--- src/rtl/mem_wb_writeback_pkg.sv ---
// rtl/mem_wb_writeback_pkg.sv - shared pipeline constants and MEM/WB bundle type
//
// Holds the datapath width, register count and register-index width used by
// the writeback stage and register file. The packed MEM/WB bundle is also the
// shape of the MEM-stage output.
package mem_wb_writeback_pkg;

    localparam int XLEN      = 64;
    localparam int NREG      = 32;
    localparam int REG_IDX_W = 5;
    localparam int CNT_W     = 32;

    typedef struct packed {
        logic                 valid;
        logic                 regwrite;
        logic                 memtoreg;
        logic [REG_IDX_W-1:0] rd;
        logic [XLEN-1:0]      alu;
    } mem_wb_t;

endpackage

--- src/rtl/mem_wb_writeback_regfile_2r1w.sv ---
// rtl/mem_wb_writeback_regfile_2r1w.sv - integer register file, 2 read / 1 write, write-through bypass
//
// Ports:
//   clk, rst_n            clock, asynchronous active-low reset (array clears to 0)
//   i_we, i_waddr, i_wdata synchronous write port; writes to x0 are dropped
//   i_raddr1, i_raddr2    combinational read addresses
//   o_rdata1, o_rdata2    read data: 0 for x0, write data when the port address
//                         matches a write in progress, otherwise array contents
module regfile_2r1w
    import mem_wb_writeback_pkg::*;
#(
    parameter int DW = mem_wb_writeback_pkg::XLEN,
    parameter int NR = mem_wb_writeback_pkg::NREG,
    parameter int AW = mem_wb_writeback_pkg::REG_IDX_W
) (
    input  logic          clk,
    input  logic          rst_n,
    input  logic          i_we,
    input  logic [AW-1:0] i_waddr,
    input  logic [DW-1:0] i_wdata,
    input  logic [AW-1:0] i_raddr1,
    input  logic [AW-1:0] i_raddr2,
    output logic [DW-1:0] o_rdata1,
    output logic [DW-1:0] o_rdata2
);

    logic [DW-1:0] r_regs [NR];

    always_ff @(posedge clk or negedge rst_n) begin
        if (!rst_n) begin
            for (int i = 0; i < NR; i++) begin
                r_regs[i] <= '0;
            end
        end else if (i_we && (i_waddr != '0)) begin
            r_regs[i_waddr] <= i_wdata;
        end
    end

    // Bypass lets decode see a value in the same cycle it is being written,
    // so no extra forwarding path is needed from WB back to decode.
    always_comb begin
        o_rdata1 = r_regs[i_raddr1];
        if (i_raddr1 == '0) begin
            o_rdata1 = '0;
        end else if (i_we && (i_waddr == i_raddr1)) begin
            o_rdata1 = i_wdata;
        end
    end

    always_comb begin
        o_rdata2 = r_regs[i_raddr2];
        if (i_raddr2 == '0) begin
            o_rdata2 = '0;
        end else if (i_we && (i_waddr == i_raddr2)) begin
            o_rdata2 = i_wdata;
        end
    end

endmodule

--- src/rtl/mem_wb_writeback.sv ---
// rtl/mem_wb_writeback.sv - MEM/WB pipeline register, writeback select, register file and retire counter
//
// Ports:
//   clk, rst_n                 clock, asynchronous active-low reset
//   m_valid/m_regwrite/m_memtoreg/m_rd/m_alu_result
//                              MEM-stage instruction captured into WB
//   m_read_data                load data, aligned with the WB register contents
//   stall                      hold WB register, suppress writeback
//   flush                      turn the instruction entering WB into a bubble
//   rs1_addr/rs2_addr -> rs1_data/rs2_data   decode read ports
//   wb_en/wb_rd/wb_data        register-file write occurring this cycle
//   retire_count               retired-instruction count (wraps)
module mem_wb_writeback
    import mem_wb_writeback_pkg::*;
#(
    parameter int XLEN  = mem_wb_writeback_pkg::XLEN,
    parameter int NREG  = mem_wb_writeback_pkg::NREG,
    parameter int CNT_W = mem_wb_writeback_pkg::CNT_W
) (
    input  logic                 clk,
    input  logic                 rst_n,
    input  logic                 m_valid,
    input  logic                 m_regwrite,
    input  logic                 m_memtoreg,
    input  logic [REG_IDX_W-1:0] m_rd,
    input  logic [XLEN-1:0]      m_alu_result,
    input  logic [XLEN-1:0]      m_read_data,
    input  logic                 stall,
    input  logic                 flush,
    input  logic [REG_IDX_W-1:0] rs1_addr,
    input  logic [REG_IDX_W-1:0] rs2_addr,
    output logic [XLEN-1:0]      rs1_data,
    output logic [XLEN-1:0]      rs2_data,
    output logic                 wb_en,
    output logic [REG_IDX_W-1:0] wb_rd,
    output logic [XLEN-1:0]      wb_data,
    output logic [CNT_W-1:0]     retire_count
);

    localparam logic [CNT_W-1:0] CNT_ONE = CNT_W'(1);

    mem_wb_t          w_mem;
    mem_wb_t          r_wb;
    logic [XLEN-1:0]  r_hold;
    logic             r_hold_valid;
    logic [CNT_W-1:0] r_retire;
    logic [XLEN-1:0]  w_load_data;
    logic [XLEN-1:0]  w_wb_data;
    logic             w_wb_en;
    logic             w_advance;

    assign w_mem = '{valid:    m_valid & ~flush,
                     regwrite: m_regwrite,
                     memtoreg: m_memtoreg,
                     rd:       m_rd,
                     alu:      m_alu_result};

    // Flush overrides stall so a killed instruction never lingers in WB.
    assign w_advance = flush | ~stall;

    always_ff @(posedge clk or negedge rst_n) begin
        if (!rst_n) begin
            r_wb         <= '0;
            r_hold       <= '0;
            r_hold_valid <= 1'b0;
            r_retire     <= '0;
        end else begin
            if (w_advance) begin
                r_wb         <= w_mem;
                r_hold_valid <= 1'b0;
            end else if (!r_hold_valid) begin
                // Memory output moves on during a stall; keep only the first
                // value, which belongs to the instruction held in WB.
                r_hold       <= m_read_data;
                r_hold_valid <= 1'b1;
            end
            if (r_wb.valid && !stall) begin
                r_retire <= r_retire + CNT_ONE;
            end
        end
    end

    assign w_load_data = r_hold_valid ? r_hold : m_read_data;
    assign w_wb_data   = r_wb.memtoreg ? w_load_data : r_wb.alu;
    assign w_wb_en     = r_wb.valid & r_wb.regwrite & (r_wb.rd != '0) & ~stall;

    regfile_2r1w #(
        .DW (XLEN),
        .NR (NREG),
        .AW (REG_IDX_W)
    ) u_regfile (
        .clk      (clk),
        .rst_n    (rst_n),
        .i_we     (w_wb_en),
        .i_waddr  (r_wb.rd),
        .i_wdata  (w_wb_data),
        .i_raddr1 (rs1_addr),
        .i_raddr2 (rs2_addr),
        .o_rdata1 (rs1_data),
        .o_rdata2 (rs2_data)
    );

    assign wb_en        = w_wb_en;
    assign wb_rd        = r_wb.rd;
    assign wb_data      = w_wb_data;
    assign retire_count = r_retire;

endmodule

--- config.mk ---
export PLATFORM = sky130hd
export DESIGN_NAME = mem_wb_writeback
export DESIGN_NICKNAME = d
export VERILOG_FILES = /design/src/rtl/mem_wb_writeback_pkg.sv /design/src/rtl/mem_wb_writeback_regfile_2r1w.sv /design/src/rtl/mem_wb_writeback.sv
export SDC_FILE = /design/constraint.sdc
export NUM_CORES = 2
export LEC_CHECK = 0
export CAP_MARGIN = 20
export CORE_MARGIN = 2
export CORE_UTILIZATION = 45
export CTS_CLUSTER_SIZE = 20
export DETAILED_ROUTE_END_ITERATION = 10
export PLACE_DENSITY = 0.61
export SLEW_MARGIN = 20
export SYNTH_ARGS = -nofsm -noshare
export SYNTH_HDL_FRONTEND = slang
export SYNTH_SLANG_ARGS = --single-unit
--- constraint.sdc ---
create_clock -name clk -period 7 [get_ports clk]
set_input_delay 1.4 -clock clk [delete_from_list [all_inputs] [get_ports clk]]
set_output_delay 1.4 -clock clk [all_outputs]
set_load 0.1 [all_outputs]
# --- Word level (Yosys, flattened, before mapping) ---
# Cells that the tools add are included.
word_totals:
  register_bits: 2217
  output_inout_bits: 230
classes:
  n_addsub: 1
  magnitude_cmp: 4
  n_eq_ne: 2
  n_mux: 16
  n_bitwise: 10
  reduce_logical: 9
op_table:
  columns: ["op", "n"]
  rows:
  - ["2048-bit bitwise mux", 1]
  - ["64-bit two-way mux", 11]
  - ["64-bit binary-select mux with 5-bit select", 2]
  - ["64-bit demux with 5-bit select", 1]
  - ["32-bit by 1-bit adder with 32-bit output (second input constant)", 1]
  - ["6-bit greater-or-equal comparator (second input constant)", 3]
  - ["5-bit NOT with 6-bit output", 3]
  - ["5-bit equality test", 2]
  - ["5-bit zero test", 2]
  - ["6-bit by 1-bit less-than comparator with 1-bit output (second input constant)", 1]
  - ["1-bit logical AND", 5]
  - ["5-bit nonzero test", 1]
  - ["1-bit AND", 4]
  - ["1-bit NOT", 2]
  - ["1-bit zero test", 1]
  - ["1-bit two-way mux", 1]
  - ["1-bit bitwise OR", 1]

# --- Longest topological paths before layout ---
logic_depth:
  depth_word: 6
  depth_mapped: 12
  ltp_nobuf: 6

# --- Modules after synthesis ---
# From an unflattened synthesis, not the netlist that was laid out.
hier_totals:
  hier_cells: 8257
  hier_area_um2: 117071.0
modules_own_cells:
  columns: ["mod", "n_inst", "cells_per_inst", "area_per_inst_um2", "seq_area_each_um2"]
  rows:
  - ["regfile_2r1w", 1, 7463, 109157.2, 51249.2]
  - ["mem_wb_writeback", 1, 794, 7913.8, 4229.1]

# --- Worst setup path after synthesis ---
# No wires, ideal clock.
synth_path:
  path_kind: "input to output"
  from: "input rs1_addr[0]"
  to: "output rs1_data[32]"
  arrival_time_ps: 5060
  path_slack_ps: 540
  path_stages: 9
  path_buffers: 3
  cell_sequence: "buf_6 -> buf_4 -> or3b_2 -> buf_2 -> o22ai_1 -> a21oi_1 -> o21ai_1 -> a221oi_1 -> a211oi_1"
synth_via:
  elab_chain_len: 6
synth_lines:
  columns: ["item", "line_no", "source"]
  rows:
  - ["from (decl)", "mem_wb_writeback.sv:30", "input logic [REG_IDX_W-1:0] rs1_addr,"]
  - ["5-bit NOT with 6-bit output (implied by the code)", "mem_wb_writeback_regfile_2r1w.sv:42", "o_rdata1 = r_regs[i_raddr1];"]
  - ["64-bit binary-select mux with 5-bit select", "mem_wb_writeback_regfile_2r1w.sv:42", null]
  - ["64-bit two-way mux (implied by the code) (2 in a row)", "mem_wb_writeback_regfile_2r1w.sv:42", null]
  - ["64-bit two-way mux", "mem_wb_writeback_regfile_2r1w.sv:45", "end else if (i_we && (i_waddr == i_raddr1)) begin"]
  - ["64-bit two-way mux *", "mem_wb_writeback_regfile_2r1w.sv:43", "if (i_raddr1 == '0) begin"]
  - ["to (decl)", "mem_wb_writeback.sv:32", "output logic [XLEN-1:0] rs1_data,"]
# Mark *: on every way between the ends. The rest lies on a longest branch, timed or not. The select of a mux whose other input is x is not followed.

# --- Final worst setup path ---
layout_path:
  from: "input stall"
  to: "output rs1_data[3]"
layout_via:
  elab_chain_len: 5
layout_lines:
  columns: ["item", "line_no", "source"]
  rows:
  - ["from (decl)", "mem_wb_writeback.sv:28", "input logic stall,"]
  - ["1-bit NOT", "mem_wb_writeback.sv:85", "assign w_wb_en = r_wb.valid & r_wb.regwrite & (r_wb.rd != '0) & ~stall;"]
  - ["1-bit AND", "mem_wb_writeback.sv:85", null]
  - ["1-bit logical AND", "mem_wb_writeback_regfile_2r1w.sv:45", null]
  - ["64-bit two-way mux", "mem_wb_writeback_regfile_2r1w.sv:45", null]
  - ["64-bit two-way mux", "mem_wb_writeback_regfile_2r1w.sv:43", null]
# Every way passes these cells.

==> summary.md <==
| Metric | Value |
|---|---|
| CP peak stage delay | `about 0.94 ns` |
| Setup crit end kind | `primary output` |
| GRT Total Usage | `33.1%` |
| Count of final max-slew check failures | `0` |
| Num CTS Buffers | `approximately 230` |
| Worst Path Max Fanout | `10` |
| DRC viols | `0` |
| Ys flop type | `dfrtp_1` |
| Die Y | `508 um` |
| Post-Place Worst Slack | `0.0673 ns` |
| Number of distinct library cells after synthesis | `61` |
| Total number of vias | `between 80000 and 90000` |
| Std-Cell Rows | `185` |
| Max-Cap Viols | `0` |
| Worst Skew | `between 0.03 and 0.04 ns` |
| Hold buffer count at cts | `0` |
| Synth top area share | `48.5%` |
| Starting Density | `about 45%` |
| # fillers | `22000` |
| Final hold violations | `0` |
| Fraction of layout cells with a size suffix above 1 | `roughly a fifth` |
| Sequential cell area | `~55000 um2` |
| VDD IR max | `around 290 uV` |
| GP Congestion | `0.871` |
| Cell taking the most area after synthesis | `dfrtp_1` |
| Worst-Margin Slew | `1.26 ns` |
| Period utilization | `100%` |
| DRT Pass-1 Iters | `9` |
| Most used cell, CP | `buf_4` |
| Worst Setup SP | `stall` |
| Deepest clock path buffer count | `3` |
| Clock transition at path regs | `0.06 ns` |
| Slowest-stage cell, CP | `a211oi_1` |
| Placed insts | `13300` |
| Nets | `just over 10000` |
| Mapped Cells | `10400` |
| PnR worst setup slack | `-0.00809 ns` |
| EDFF count, synth | `0` |
| Failing checks | `setup timing` |
| Non-Filler Instances | `13800` |
| Initial antenna violation count | `22` |
| Max_slew headroom | `between 10% and 20%` |
| Clk_lat worst skew | `0.89 ns` |
| Number of port buffers | `379` |
| Final ANT Viol Nets | `0` |
| CTS Root Cell | `clkbuf_16` |
| Register bit total from synthesis | `approximately 2200` |
| Origin of the critical flop-to-flop path | `wb_rd[1]` |
| Fin util | `between 50 and 60%` |
| Final instance area | `131000 um2` |
| Yosys warnings | `0` |
| Most frequent cells in the layout | `nand2_1, dfrtp_1, o21ai_0` |
| Syn nets | `10500` |
| Ys async rst share | `100%` |
| Final setup viols | `1` |
| Placed Instance Area | `approximately 120000 um2` |
| CP arrival | `5.61 ns` |
| CP startpoint kind | `primary input` |
| I/O Pins | `380` |
| RSZ-0062 raised after global routing | `false` |
| Mapped Area | `114000 um2` |
| Postcts setup bufs | `0` |
| Min Tclk post-route | `7.01 ns` |
| First-pass GRT wire length | `just over 600000 um` |
| Die W | `around 510 um` |
| Syn avg cell area | `11.0 um2` |
| Required time worst endpoint | `5.60 ns` |
| Initial DRC Count | `10900` |
| Leakage | `55.6 nW` |
| CP Cell Sequence | `clkdlybuf4s50_1 -> and3b_1 -> o21ai_4 -> or3_4 -> nand2_2 -> buf_4 -> o22ai_1 -> a211oi_1 -> buf_4 -> buf_12` |
| Critical path class | `in2out` |
| Remaining Overflow, GRT | `0` |
| Top post-synthesis cells by area | `dfrtp_1, mux4_2, o21ai_0` |
| Status | `complete, but fails checks` |
| Syn-to-layout area delta | `14.4%` |
| FMAX | `143 MHz` |
| H-tree depth | `4` |
| Overall routed net length | `between 400000 and 500000 um` |
| Most common cell after layout, fill and taps aside | `nand2_1` |
| Drt wl/cell | `just over 30 um` |
| Hold crit path type | `in2async` |
| Post-CTS sizing | `0` |
| Area of the multi-input gates | `53800 um2` |
| CTS tree | `done` |
| Vias in the first global route | `approximately 90000` |
| Vias per inst | `6.45` |
| Core area | `253000 um2` |
| # clock sinks | `about 2200` |
| P per Cell Area | `247 nW/um2` |
| Die area | `258000 um2` |
| Largest net degree at the start of global routing | `190` |
| WHS | `0.390 ns` |
| Detail Placement HPWL | `259000 um` |
| Seq/Total Area, Yosys | `48.5%` |
==> path summary, 6_finish.rpt <==
| check | to | depth (start not counted) | slack, ns |
|---|---|---|---|
| max | rs1_data[3] | 10 | -0.008 |
| min | u_regfile.r_regs[723] | 1 | 0.39 |
| max reg2reg | u_regfile.r_regs[1889] | 6 | 3.23 |
| min reg2reg | u_regfile.r_regs[2014] | 0 | 0.39 |
| max in group asynchronous | u_regfile.r_regs[1765] | 4 | 4.71 |
| min in group clk | u_regfile.r_regs[2014] | 0 | 0.39 |
==> cell usage after synthesis (14+ instances only) <==
library cell / instances
mux2i_1: 467
inv_1: 70
buf_1: 39
buf_12: 16
buf_6: 44
nand2b_1: 23
a221o_1: 43
a211oi_1: 131
mux2_2: 67
o21ai_0: 2052
nor3_1: 26
a31oi_1: 18
nor2_1: 77
a22oi_1: 23
buf_2: 132
xnor2_1: 35
a221oi_1: 104
nor2b_1: 44
mux4_2: 957
dfrtp_1: 2217
nand2_1: 2379
a32oi_1: 14
nand3_1: 58
and3_1: 15
clkbuf_1: 868
buf_8: 18
o21ai_1: 83
a21oi_1: 106
o22ai_1: 70
buf_4: 40
==> layout make-up <==
type                       count  area share [%]
sequential                  2217            42.5
multi-input combinational   6937            41.2
timing repair buffer         729            6.74
clock buffer                 342            5.25
tap                         3366            3.22
clock inverter                84           0.938
inverter                      75           0.232
antenna                        7          0.0134
==> layer usage <==
metal | global-route usage [%] | routed length (um) | vias up
met2 | 48.4 | 186000 | 5299
met5 | 0 | 158 | -
met3 | 11.0 | 53100 | 1150
met1 | 44.4 | 165000 | 45200
li1 | - | - | 37100
met4 | 15.8 | 23800 | 16
==> flip-flops by register name (all words and copies together) (netlist names) <==
| register | count |
|---|---|
| r_wb | 67 |
| retire_count | 32 |
| r_hold | 64 |
| r_hold_valid | 1 |
| wb_rd | 5 |
| u_regfile.r_regs | 2048 |
==> cells by family (layout without fill, tap and decap cells) <==
logic type / after synthesis / in the layout / share of synthesized area [%]
compound gates: 2736 / 2736 / 13.3
xor+xnor: 41 / 41 / 0.314
fa+ha+maj: 1 / 1 / 0.0109
buf+inv: 1232 / 1230 / 5.02
flops: 2217 / 2217 / 48.5
mux: 1491 / 1491 / 23.6
other cells: 0 / 7 / 0
simple gates: 2668 / 2668 / 9.18
==> stage by stage <==
step            TNS, ns  total power, W
6_report       -0.00809          0.0323
5_1_grt               0          0.0333
4_1_cts               0          0.0323
3_5_place_dp          0          0.0192
3_3_place_gp          0          0.0191
2_1_floorplan         0          0.0171
==> worst max-delay path: cells and delay by family <==
kind / cells / cell delay, ns
AOI/OAI and AO/OA: 3 / 1.29
buffers and inverters: 4 / 1.26
and+or+nand+nor: 3 / 1.61
==> power breakdown <==
group          total, W  internal [W]  switching (W)
Sequential       0.0140        0.0135       0.000501
Clock            0.0132       0.00781        0.00542
Combinational   0.00510       0.00169        0.00341
Power figures use the tool's default switching activity.
